--- config.mk ---
export PLATFORM = sky130hd
export DESIGN_NAME = tick_scheduler_flat
export DESIGN_NICKNAME = d
export VERILOG_FILES = /design/src/rtl/tick_scheduler_if.sv /design/src/rtl/tick_scheduler.sv /design/src/flat_wrapper.sv
export SDC_FILE = /design/constraint.sdc
export NUM_CORES = 1
export LEC_CHECK = 0
export ABC_CLOCK_PERIOD_IN_PS = 7670
export CELL_PAD_IN_SITES_DETAIL_PLACEMENT = 2
export CELL_PAD_IN_SITES_GLOBAL_PLACEMENT = 2
export CORE_ASPECT_RATIO = 1.1
export CORE_MARGIN = 10
export CORE_UTILIZATION = 42
export DETAILED_ROUTE_END_ITERATION = 10
export PLACE_DENSITY = 0.95
export SLEW_MARGIN = 20
export SYNTH_ARGS = -nofsm -noshare
export SYNTH_HDL_FRONTEND = slang
export SYNTH_SLANG_ARGS = --single-unit
--- constraint.sdc ---
create_clock -name clk -period 7.67 [get_ports clk]
set_input_delay 1.534 -clock clk [delete_from_list [all_inputs] [get_ports clk]]
set_output_delay 1.534 -clock clk [all_outputs]
set_load 0.02 [all_outputs]
--- src/rtl/tick_scheduler_if.sv ---
`default_nettype none
// ============================================================================
// Module   : tick_scheduler_if
// Brief    : Request/status bundle between the game FSM and the tick scheduler.
// Revision : 1.0 - initial release
// ============================================================================
interface tick_scheduler_if #(
    parameter int LEVEL_BITS = 3,
    parameter int CD_BITS    = 2
);
    logic                  start;
    logic                  pause;
    logic                  stop;
    logic                  speed_up;
    logic                  tick;
    logic                  cd_pulse;
    logic [CD_BITS-1:0]    countdown;
    logic [LEVEL_BITS-1:0] level;
    logic                  running;
    logic                  paused;

    modport master (
        output start, pause, stop, speed_up,
        input  tick, cd_pulse, countdown, level, running, paused
    );

    modport slave (
        input  start, pause, stop, speed_up,
        output tick, cd_pulse, countdown, level, running, paused
    );
endinterface
`default_nettype wire

--- src/rtl/tick_scheduler.sv ---
`default_nettype none
// ============================================================================
// Module   : tick_scheduler
// Brief    : SnakeWars game-tick controller: countdown, run, pause, stop.
// Revision : 1.0 - initial release
// ============================================================================
module tick_scheduler #(
    parameter int BASE_COUNTS     = 18750000,
    parameter int STEP_COUNTS     = 1250000,
    parameter int MIN_COUNTS      = 3125000,
    parameter int COUNTER_BITS    = 25,
    parameter int MAX_LEVEL       = 7,
    parameter int LEVEL_BITS      = 3,
    parameter int COUNTDOWN_STEPS = 3,
    parameter int CD_BITS         = 2
) (
    input  logic             clk,
    input  logic             rst,
    tick_scheduler_if.slave  bus
);
    localparam int WIDE = COUNTER_BITS + LEVEL_BITS;

    typedef enum logic [1:0] {
        S_IDLE      = 2'd0,
        S_COUNTDOWN = 2'd1,
        S_RUN       = 2'd2,
        S_PAUSE     = 2'd3
    } state_t;

    state_t                  state_q, state_d;
    logic [COUNTER_BITS-1:0] ctr_q, ctr_d;
    logic [COUNTER_BITS-1:0] period_q, period_d;
    logic [LEVEL_BITS-1:0]   level_q, level_d;
    logic [CD_BITS-1:0]      countdown_q, countdown_d;
    logic                    tick_q, tick_d;
    logic                    cd_pulse_q, cd_pulse_d;
    logic                    running_q, running_d;
    logic                    paused_q, paused_d;
    logic                    cd_wrap;
    logic                    run_wrap;

    // Reduction is formed wide and compared before subtracting so it can never wrap.
    function automatic logic [COUNTER_BITS-1:0] period_of(input logic [LEVEL_BITS-1:0] lvl);
        logic [WIDE-1:0] red;
        red = WIDE'(lvl) * WIDE'(STEP_COUNTS);
        if (red > (WIDE'(BASE_COUNTS) - WIDE'(MIN_COUNTS)))
            return COUNTER_BITS'(MIN_COUNTS);
        else
            return COUNTER_BITS'(WIDE'(BASE_COUNTS) - red);
    endfunction

    assign cd_wrap  = (ctr_q == COUNTER_BITS'(BASE_COUNTS - 1));
    assign run_wrap = (ctr_q == (period_q - COUNTER_BITS'(1)));

    always_ff @(posedge clk or negedge rst) begin
        if (!rst) begin
            state_q     <= S_IDLE;
            ctr_q       <= '0;
            period_q    <= COUNTER_BITS'(BASE_COUNTS);
            level_q     <= '0;
            countdown_q <= '0;
            tick_q      <= 1'b0;
            cd_pulse_q  <= 1'b0;
            running_q   <= 1'b0;
            paused_q    <= 1'b0;
        end else begin
            state_q     <= state_d;
            ctr_q       <= ctr_d;
            period_q    <= period_d;
            level_q     <= level_d;
            countdown_q <= countdown_d;
            tick_q      <= tick_d;
            cd_pulse_q  <= cd_pulse_d;
            running_q   <= running_d;
            paused_q    <= paused_d;
        end
    end

    always_comb begin
        state_d     = state_q;
        ctr_d       = ctr_q;
        period_d    = period_q;
        level_d     = level_q;
        countdown_d = countdown_q;
        tick_d      = 1'b0;
        cd_pulse_d  = 1'b0;

        if (bus.stop) begin
            state_d     = S_IDLE;
            ctr_d       = '0;
            countdown_d = '0;
        end else begin
            case (state_q)
                S_IDLE: begin
                    ctr_d = '0;
                    if (bus.start) begin
                        level_d     = '0;
                        countdown_d = CD_BITS'(COUNTDOWN_STEPS);
                        state_d     = S_COUNTDOWN;
                    end
                end
                S_COUNTDOWN: begin
                    if (cd_wrap) begin
                        ctr_d       = '0;
                        cd_pulse_d  = 1'b1;
                        countdown_d = countdown_q - CD_BITS'(1);
                        if (countdown_q == CD_BITS'(1)) begin
                            period_d = period_of(level_q);
                            state_d  = S_RUN;
                        end
                    end else begin
                        ctr_d = ctr_q + COUNTER_BITS'(1);
                    end
                end
                S_RUN: begin
                    // A pause request freezes ctr, except that a due tick still fires.
                    if (run_wrap) begin
                        ctr_d    = '0;
                        tick_d   = 1'b1;
                        period_d = period_of(level_q);
                    end else if (!bus.pause) begin
                        ctr_d = ctr_q + COUNTER_BITS'(1);
                    end
                    if (bus.pause)
                        state_d = S_PAUSE;
                    else if (bus.speed_up && (level_q != LEVEL_BITS'(MAX_LEVEL)))
                        level_d = level_q + LEVEL_BITS'(1);
                end
                S_PAUSE: begin
                    if (bus.pause)
                        state_d = S_RUN;
                end
                default: state_d = S_IDLE;
            endcase
        end

        running_d = (state_d == S_RUN);
        paused_d  = (state_d == S_PAUSE);
    end

    assign bus.tick      = tick_q;
    assign bus.cd_pulse  = cd_pulse_q;
    assign bus.countdown = countdown_q;
    assign bus.level     = level_q;
    assign bus.running   = running_q;
    assign bus.paused    = paused_q;
endmodule
`default_nettype wire

--- src/flat_wrapper.sv ---
// flat-port wrapper written by rule: the top's interface ports become plain ports
module tick_scheduler_flat 
#(
    parameter int BASE_COUNTS     = 18750000,
    parameter int STEP_COUNTS     = 1250000,
    parameter int MIN_COUNTS      = 3125000,
    parameter int COUNTER_BITS    = 25,
    parameter int MAX_LEVEL       = 7,
    parameter int LEVEL_BITS      = 3,
    parameter int COUNTDOWN_STEPS = 3,
    parameter int CD_BITS         = 2
)
  (clk, rst, bus_start, bus_pause, bus_stop, bus_speed_up, bus_tick, bus_cd_pulse, bus_countdown, bus_level, bus_running, bus_paused);
  tick_scheduler_if #(.LEVEL_BITS(LEVEL_BITS), .CD_BITS(CD_BITS)) bus_i ();
  input  logic clk;
  input  logic rst;
  input wire logic [$bits(bus_i.start)-1:0] bus_start;
  input wire logic [$bits(bus_i.pause)-1:0] bus_pause;
  input wire logic [$bits(bus_i.stop)-1:0] bus_stop;
  input wire logic [$bits(bus_i.speed_up)-1:0] bus_speed_up;
  output wire logic [$bits(bus_i.tick)-1:0] bus_tick;
  output wire logic [$bits(bus_i.cd_pulse)-1:0] bus_cd_pulse;
  output wire logic [$bits(bus_i.countdown)-1:0] bus_countdown;
  output wire logic [$bits(bus_i.level)-1:0] bus_level;
  output wire logic [$bits(bus_i.running)-1:0] bus_running;
  output wire logic [$bits(bus_i.paused)-1:0] bus_paused;
  assign bus_i.start = bus_start;
  assign bus_i.pause = bus_pause;
  assign bus_i.stop = bus_stop;
  assign bus_i.speed_up = bus_speed_up;
  assign bus_tick = bus_i.tick;
  assign bus_cd_pulse = bus_i.cd_pulse;
  assign bus_countdown = bus_i.countdown;
  assign bus_level = bus_i.level;
  assign bus_running = bus_i.running;
  assign bus_paused = bus_i.paused;
  tick_scheduler #(.BASE_COUNTS(BASE_COUNTS), .STEP_COUNTS(STEP_COUNTS), .MIN_COUNTS(MIN_COUNTS), .COUNTER_BITS(COUNTER_BITS), .MAX_LEVEL(MAX_LEVEL), .LEVEL_BITS(LEVEL_BITS), .COUNTDOWN_STEPS(COUNTDOWN_STEPS), .CD_BITS(CD_BITS)) u_core (.clk(clk), .rst(rst), .bus(bus_i));
endmodule
==> results of run 1 <==
[layout by cell type (no fill, tap or decap), types with 7 or more instances in the layout]
| master | synthesis | final |
|---|---|---|
| dfrtp_1 | 48 | 48 |
| nor2_1 | 47 | 47 |
| nand3_1 | 37 | 37 |
| xnor2_1 | 33 | 33 |
| nand2_1 | 27 | 27 |
| a21oi_1 | 26 | 26 |
| inv_1 | 24 | 24 |
| o21ai_0 | 23 | 23 |
| ha_1 | 21 | 21 |
| nor3_1 | 19 | 19 |
| and3_1 | 18 | 18 |
| xor2_1 | 16 | 16 |
| clkdlybuf4s50_1 | 0 | 13 |
| dfstp_2 | 10 | 10 |
| clkbuf_16 | 0 | 9 |
| nor4_1 | 8 | 8 |
| a31oi_1 | 8 | 8 |
| nor3b_1 | 8 | 8 |
| a22o_1 | 8 | 8 |
| nand2b_1 | 7 | 7 |
| a221o_1 | 7 | 7 |
[report_power, final]
part | switching (uW) | internal, uW | total, uW | leakage [uW]
sequential | 49.5 | 341 | 390 | 0.000758
combinational | 119 | 72.1 | 191 | 0.00118
clock | 155 | 267 | 423 | 0.000151
[synthesized netlist by cell type, drive strengths merged (5+ instances only)]
cell	count	area share [%]
a211oi	5	0.84
a21oi	26	2.9
a221o	7	1.6
a22o	8	1.6
a22oi	5	0.84
a31oi	8	1.1
and3	18	2.5
buf	12	1.8
clkbuf	14	1.2
dfrtp	48	27
dfstp	10	5.9
ha	21	5.9
inv	24	2.0
nand2	27	2.3
nand2b	7	0.98
nand3	38	4.4
nor2	47	3.9
nor2b	6	0.84
nor3	20	2.4
nor3b	8	1.3
nor4	11	2.2
nor4b	5	0.98
o21ai	23	2.6
or4	8	1.5
xnor2	33	6.5
xor2	16	3.1
[state kept, by name (all words and copies together) (netlist names)]
name / flops
u_core.bus.cd_pulse: 1
u_core.period_q: 22
u_core.bus.countdown: 2
u_core.bus.paused: 1
u_core.bus.tick: 1
u_core.state_q: 2
u_core.bus.running: 1
u_core.ctr_q: 25
u_core.bus.level: 3
[through the flow]
stage	instances	util, %	hold slack [ps]	cell area (um2)	worst slack (ps)
5_1_grt	665	47.8	533	4970	2410
3_3_place_gp	649	44.9	490	4670	3340
4_1_cts	665	47.8	500	4970	2700
2_1_floorplan	516	-	468	4470	3860
3_5_place_dp	649	44.9	495	4670	2990
6_report	665	47.8	505	4970	2730
[cell type report]
class                           count  area, um2  share of cell area, %
Inverter                           25       93.8                   1.89
Clock inverter                      5       52.6                   1.06
Clock buffer                       11        253                   5.08
Sequential cell                    58       1460                   29.4
Tap cell                          143        179                   3.60
Multi-Input combinational cell    407       2780                   55.9
Timing Repair Buffer               16        150                   3.02
[worst paths after layout]
check | start | endpoint | cells after the start | slack, ps
max in group asynchronous | rst | u_core.bus.cd_pulse | 2 | 5780
min in group asynchronous | rst | u_core.ctr_q[24] | 2 | 1370
hold reg to reg | u_core.ctr_q[0] | u_core.ctr_q[0] | 1 | 510
setup / recovery | u_core.bus.level[0] | u_core.period_q[23] | 14 | 2730
setup reg to reg | u_core.bus.level[0] | u_core.period_q[23] | 14 | 2730
hold / removal | u_core.ctr_q[0] | u_core.ctr_q[0] | 1 | 510
[metal layers]
metal	track usage, %	part of all wire (%)	vias to the layer above
li1	-	-	1895
met1	24.4	40	2131
met2	40.0	53	90
met3	4.41	3.2	41
met4	11.3	3.4	0
met5	0	0	-
[kinds of logic after synthesis]
| logic type | Yosys count |
|---|---|
| AOI/OAI and AO/OA | 115 |
| xor gates and xnor gates | 49 |
| adders and majority gates | 22 |
| buffers and inverters | 51 |
| DFF | 58 |
| muxes | 5 |
| and+or+nand+nor | 216 |
==> summary.txt, run 1 <==
Worst-path cell with the longest stage delay - nor4_1
Port Buffers - 14
Bufs on Longest Clock Path - 2
Async SR Flop Fraction - 100%
Row cnt - 39
Initial antenna violation count - 0
Post-Syn Instances - 516
Die span in x - 118 um
Layout filler cell count - 1,109
Ant. Diodes - 0
CTS clk-pin slew, worst paths - 60 ps
Num CTS Buffers - 9
Die Y - 128 um
Relative slew slack - 31.4%
Io pins - 15
Global placement routability congestion - 0.844
PnR Total Power - 1000 uW
First-pass GRT wire length - 26.8 mm
Worst-Skew Late Latency - 350 ps
Max Slew Vio Count - 0
Leak - 0.00209 uW
Layout Skew - 9.75 ps
Outcome - complete, no violations
Cell variety after synth - 74
Critical path buffer and inverter count - 2
Layout Area Growth over Synthesis - 11.3%
Share of cells above drive strength 1 - 8.81%
Compound-Gate Fraction of Synth Area - 18.1%
Crit end category - register
Setup CP Type - reg2reg
Routed vias - 4,157
CP most frequent cell - ha_1
WL/cell - 24.7 um
CTS tree - yes
Register area share after synthesis - 32.8%
Initial drt markers - 396
Setup_tns - 0 ps
Worst-Margin Slew - 1020 ps
Post-synthesis xor/xnor area fraction - 9.61%
Fin crit period - 4940 ps
Antenna Violating Nets Remaining - 0
EDFF count, synth - 0
Pwr per Cell Area - 202 nW/um2
Die area - 15,200 um2
Hold_buf cts - 0
Core area - 10,400 um2
Period utilization - 64.4%
Post-synth net total - 544
YS warnings - 0
Post-DP HPWL - 11.2 mm
Crit path cell chain - clkinv_1 -> ha_1 -> inv_1 -> ha_1 -> fa_1 -> a21o_1 -> a21oi_1 -> nor2b_1 -> xnor2_1 -> nand2b_1 -> nor4_1 -> o311ai_0 -> xor2_1 -> o21ai_0
PostCTS Resize Cnt - 0
Via/cell ratio - 6.25
Post-CTS Setup Inserts - 0
Synth Area in Adders - 6.33%
Number of H-tree levels - 3
Final Net Count - 545
Remaining global-route overflow - 0
CP Launch Type - register
Gr usage total - 22.3%
Max Cap Viol - 0
Ys flop type - dfrtp_1
Pin count of the biggest net entering global routing - 59
WP data required - 7940 ps
Syn_area_per_cell - 8.66 um2
Setup violators final - 0
Drt drc - 0
Largest stage delay, worst path - 830 ps
Starting density of the core - 43.0%
Clock Sinks - 58
Largest family of logic cells by synthesized area - simple AND/OR/NAND/NOR gates
Drt pass-1 iters - 4
Crit path max-delay family - adder cells
Root buf cell - clkbuf_16
Hold Crit Class - reg2reg
Maximum VDD drop - 0.0000968 V
Mapped Area - 4470 um2
Max Fanout on Critical Path - 7
Register bit total from synthesis - 58
Max frequency - 0.202 GHz
Vias in the first global route - 4,669
Unrepaired setup endpoints after global routing - false
CP arrival - 5210 ps
Post-Synth Simple-Gate Area - 26.9%
Final wirelength - 16.4 mm
Mux cell area share after synthesis - 1.26%
Fin. Hold Viols - 0
No activity file was read; power rests on OpenSTA's default activity.
==> run 2: changes to the inputs <==
--- a/config.mk
+++ b/config.mk
@@ -5,14 +5,14 @@
 export SDC_FILE = /design/constraint.sdc
 export NUM_CORES = 1
 export LEC_CHECK = 0
-export ABC_CLOCK_PERIOD_IN_PS = 7670
+export ABC_CLOCK_PERIOD_IN_PS = 4700
 export CELL_PAD_IN_SITES_DETAIL_PLACEMENT = 2
 export CELL_PAD_IN_SITES_GLOBAL_PLACEMENT = 2
 export CORE_ASPECT_RATIO = 1.1
 export CORE_MARGIN = 10
-export CORE_UTILIZATION = 42
+export CORE_UTILIZATION = 39
 export DETAILED_ROUTE_END_ITERATION = 10
-export PLACE_DENSITY = 0.95
+export PLACE_DENSITY = 0.93
 export SLEW_MARGIN = 20
 export SYNTH_ARGS = -nofsm -noshare
 export SYNTH_HDL_FRONTEND = slang
==> constraint.sdc (replaced) <==
create_clock -name clk -period 4.7 [get_ports clk]
set_input_delay 0.94 -clock clk [delete_from_list [all_inputs] [get_ports clk]]
set_output_delay 0.94 -clock clk [all_outputs]
set_load 0.02 [all_outputs]
==> summary.txt, run 2 (same netlist as run 1, synthesis figures left out) <==
Worst-Margin Slew - 812 ps (-209 ps)
CTS tree - yes
Layout Skew - 12.1 ps (+2.38 ps)
Leak - 0.00213 uW (+1.7%)
Largest reg by FF count - u_core.ctr_q
Initial antenna violation count - 0 (unchanged)
Maximum VDD drop - 0.000173 V (+79%)
Vias in the first global route - 4,951 (+6.0%)
Root buf cell - clkbuf_16
Starting density of the core - 40.4% (-2.6 points)
Num CTS Buffers - 9 (unchanged)
Max Fanout on Critical Path - 15 (+8)
Setup_tns - 0 ps (unchanged)
Initial drt markers - 374 (-5.6%)
Crit path cell chain - clkinvlp_4 -> ha_1 -> inv_1 -> ha_1 -> fa_1 -> a21o_1 -> a21oi_1 -> nor2b_1 -> and2_1 -> a21oi_1 -> o21ai_0 -> a22oi_1 -> and2_2 -> a21oi_1
Max Cap Viol - 0 (unchanged)
PostCTS Resize Cnt - 1 (+1)
Pin count of the biggest net entering global routing - 59 (unchanged)
Clock Sinks - 58 (unchanged)
Pwr per Cell Area - 344 nW/um2 (+70%)
Setup violators final - 0 (unchanged)
Global placement routability congestion - 0.846 (+0.19%)
Relative slew slack - 45.8% (+14 points)
Die area - 16,100 um2 (+6.4%)
WL/cell - 26.9 um (+8.7%)
Drt pass-1 iters - 5 (+1)
Layout Area Growth over Synthesis - 12.9%
Core area - 11,100 um2 (+6.4%)
Post-CTS Setup Inserts - 0 (unchanged)
Worst Setup Slack, final - 352 ps (-2380 ps)
Gr usage total - 22.7% (+0.43 points)
Fin crit period - 4350 ps (-594 ps)
Ant. Diodes - 0 (unchanged)
Crit path max-delay family - compound AO/OA/AOI/OAI gates
Final Net Count - 548 (+0.55%)
Port Buffers - 14 (unchanged)
Most frequent cells in the layout - nor2_1, dfrtp_1, nand3_1
Number of H-tree levels - 3 (unchanged)
Hold_buf cts - 0 (unchanged)
Die span in x - 122 um (+3.1%)
Unrepaired setup endpoints after global routing - false
Share of cells above drive strength 1 - 10.1% (+1.3 points)
Largest stage delay, worst path - 470 ps (-360 ps)
CP most frequent cell - a21oi_1
Period utilization - 92.5% (+28 points)
Critical path buffer and inverter count - 2 (unchanged)
CP arrival - 4540 ps (-670 ps)
First-pass GRT wire length - 29.0 mm (+8.3%)
Layout filler cell count - 1,181 (+6.5%)
Cell area after layout - 5050 um2 (+1.5%)
Die Y - 132 um (+3.2%)
Row cnt - 40 (+2.6%)
Final wirelength - 18.1 mm (+9.8%)
Worst-Skew Late Latency - 340 ps (about the same)
WP data required - 4900 ps (-3040 ps)
Worst-path cell with the longest stage delay - dfrtp_2
Drt drc - 0 (unchanged)
Io pins - 15 (unchanged)
Setup CP Type - reg2reg
Routed vias - 4,287 (+3.1%)
Via/cell ratio - 6.38 (+2.1%)
Number of flip-flops in the largest register - 25 (unchanged)
Max frequency - 0.230 GHz (+14%)
Hold Crit Class - reg2reg
CTS clk-pin slew, worst paths - 50 ps (about the same)
Remaining global-route overflow - 0 (unchanged)
Bufs on Longest Clock Path - 2 (unchanged)
CP Launch Type - register
Antenna Violating Nets Remaining - 0 (unchanged)
Fin. Hold Viols - 0 (unchanged)
Fin util - 45.6% (-2.2 points)
Placed instance area - 4690 um2 (+0.59%)
Post-DP HPWL - 11.6 mm (+4.2%)
Outcome - complete, no violations
Max Slew Vio Count - 0 (unchanged)
Crit end category - register
Place WS - 246 ps (-2750 ps)
## run 2: report_power, final
group	internal [uW]	switching, uW
logic	119	209
clock network	507	263
registers	555	83.5
total	1180	555
## run 2: stage by stage
stage | power (uW) | hold WS [ps] | std cells
after floorplan | 826 | 468 | 516
after global routing | 1790 | 539 | 672
final | 1740 | 528 | 672
after CTS | 1740 | 529 | 672
after detailed placement | 940 | 521 | 656
after global placement | 897 | 485 | 656
## run 2: path summary, 6_finish.rpt
check | slack [ps] | end | cells after the start | startpoint
hold / removal | 530 | u_core.period_q[24] | 1 | u_core.period_q[24]
min in group asynchronous | 780 | u_core.ctr_q[19] | 2 | rst
hold reg to reg | 530 | u_core.period_q[24] | 1 | u_core.period_q[24]
setup reg to reg | 350 | u_core.period_q[16] | 14 | u_core.bus.level[0]
max in group asynchronous | 3350 | u_core.bus.level[0] | 2 | rst
setup / recovery | 350 | u_core.period_q[16] | 14 | u_core.bus.level[0]
## run 2: cell type report
type                       count  area [um2]  share of cell area [%]
clock buffer                  12         267                    5.28
clock inverter                 4        72.6                    1.44
inverter                      25        97.6                    1.93
multi-input combinational    407        2790                    55.2
sequential                    58        1470                    29.0
tap                          147         184                    3.64
timing repair buffer          19         173                    3.42
## run 2: routing by layer
layer | global-route usage (%) | up-vias | share of wire (%)
li1 | - | 1895 | -
met1 | 25.1 | 2210 | 40
met2 | 40.5 | 128 | 53
met3 | 3.17 | 54 | 2.6
met4 | 11.7 | 0 | 4.4
met5 | 0 | - | 0
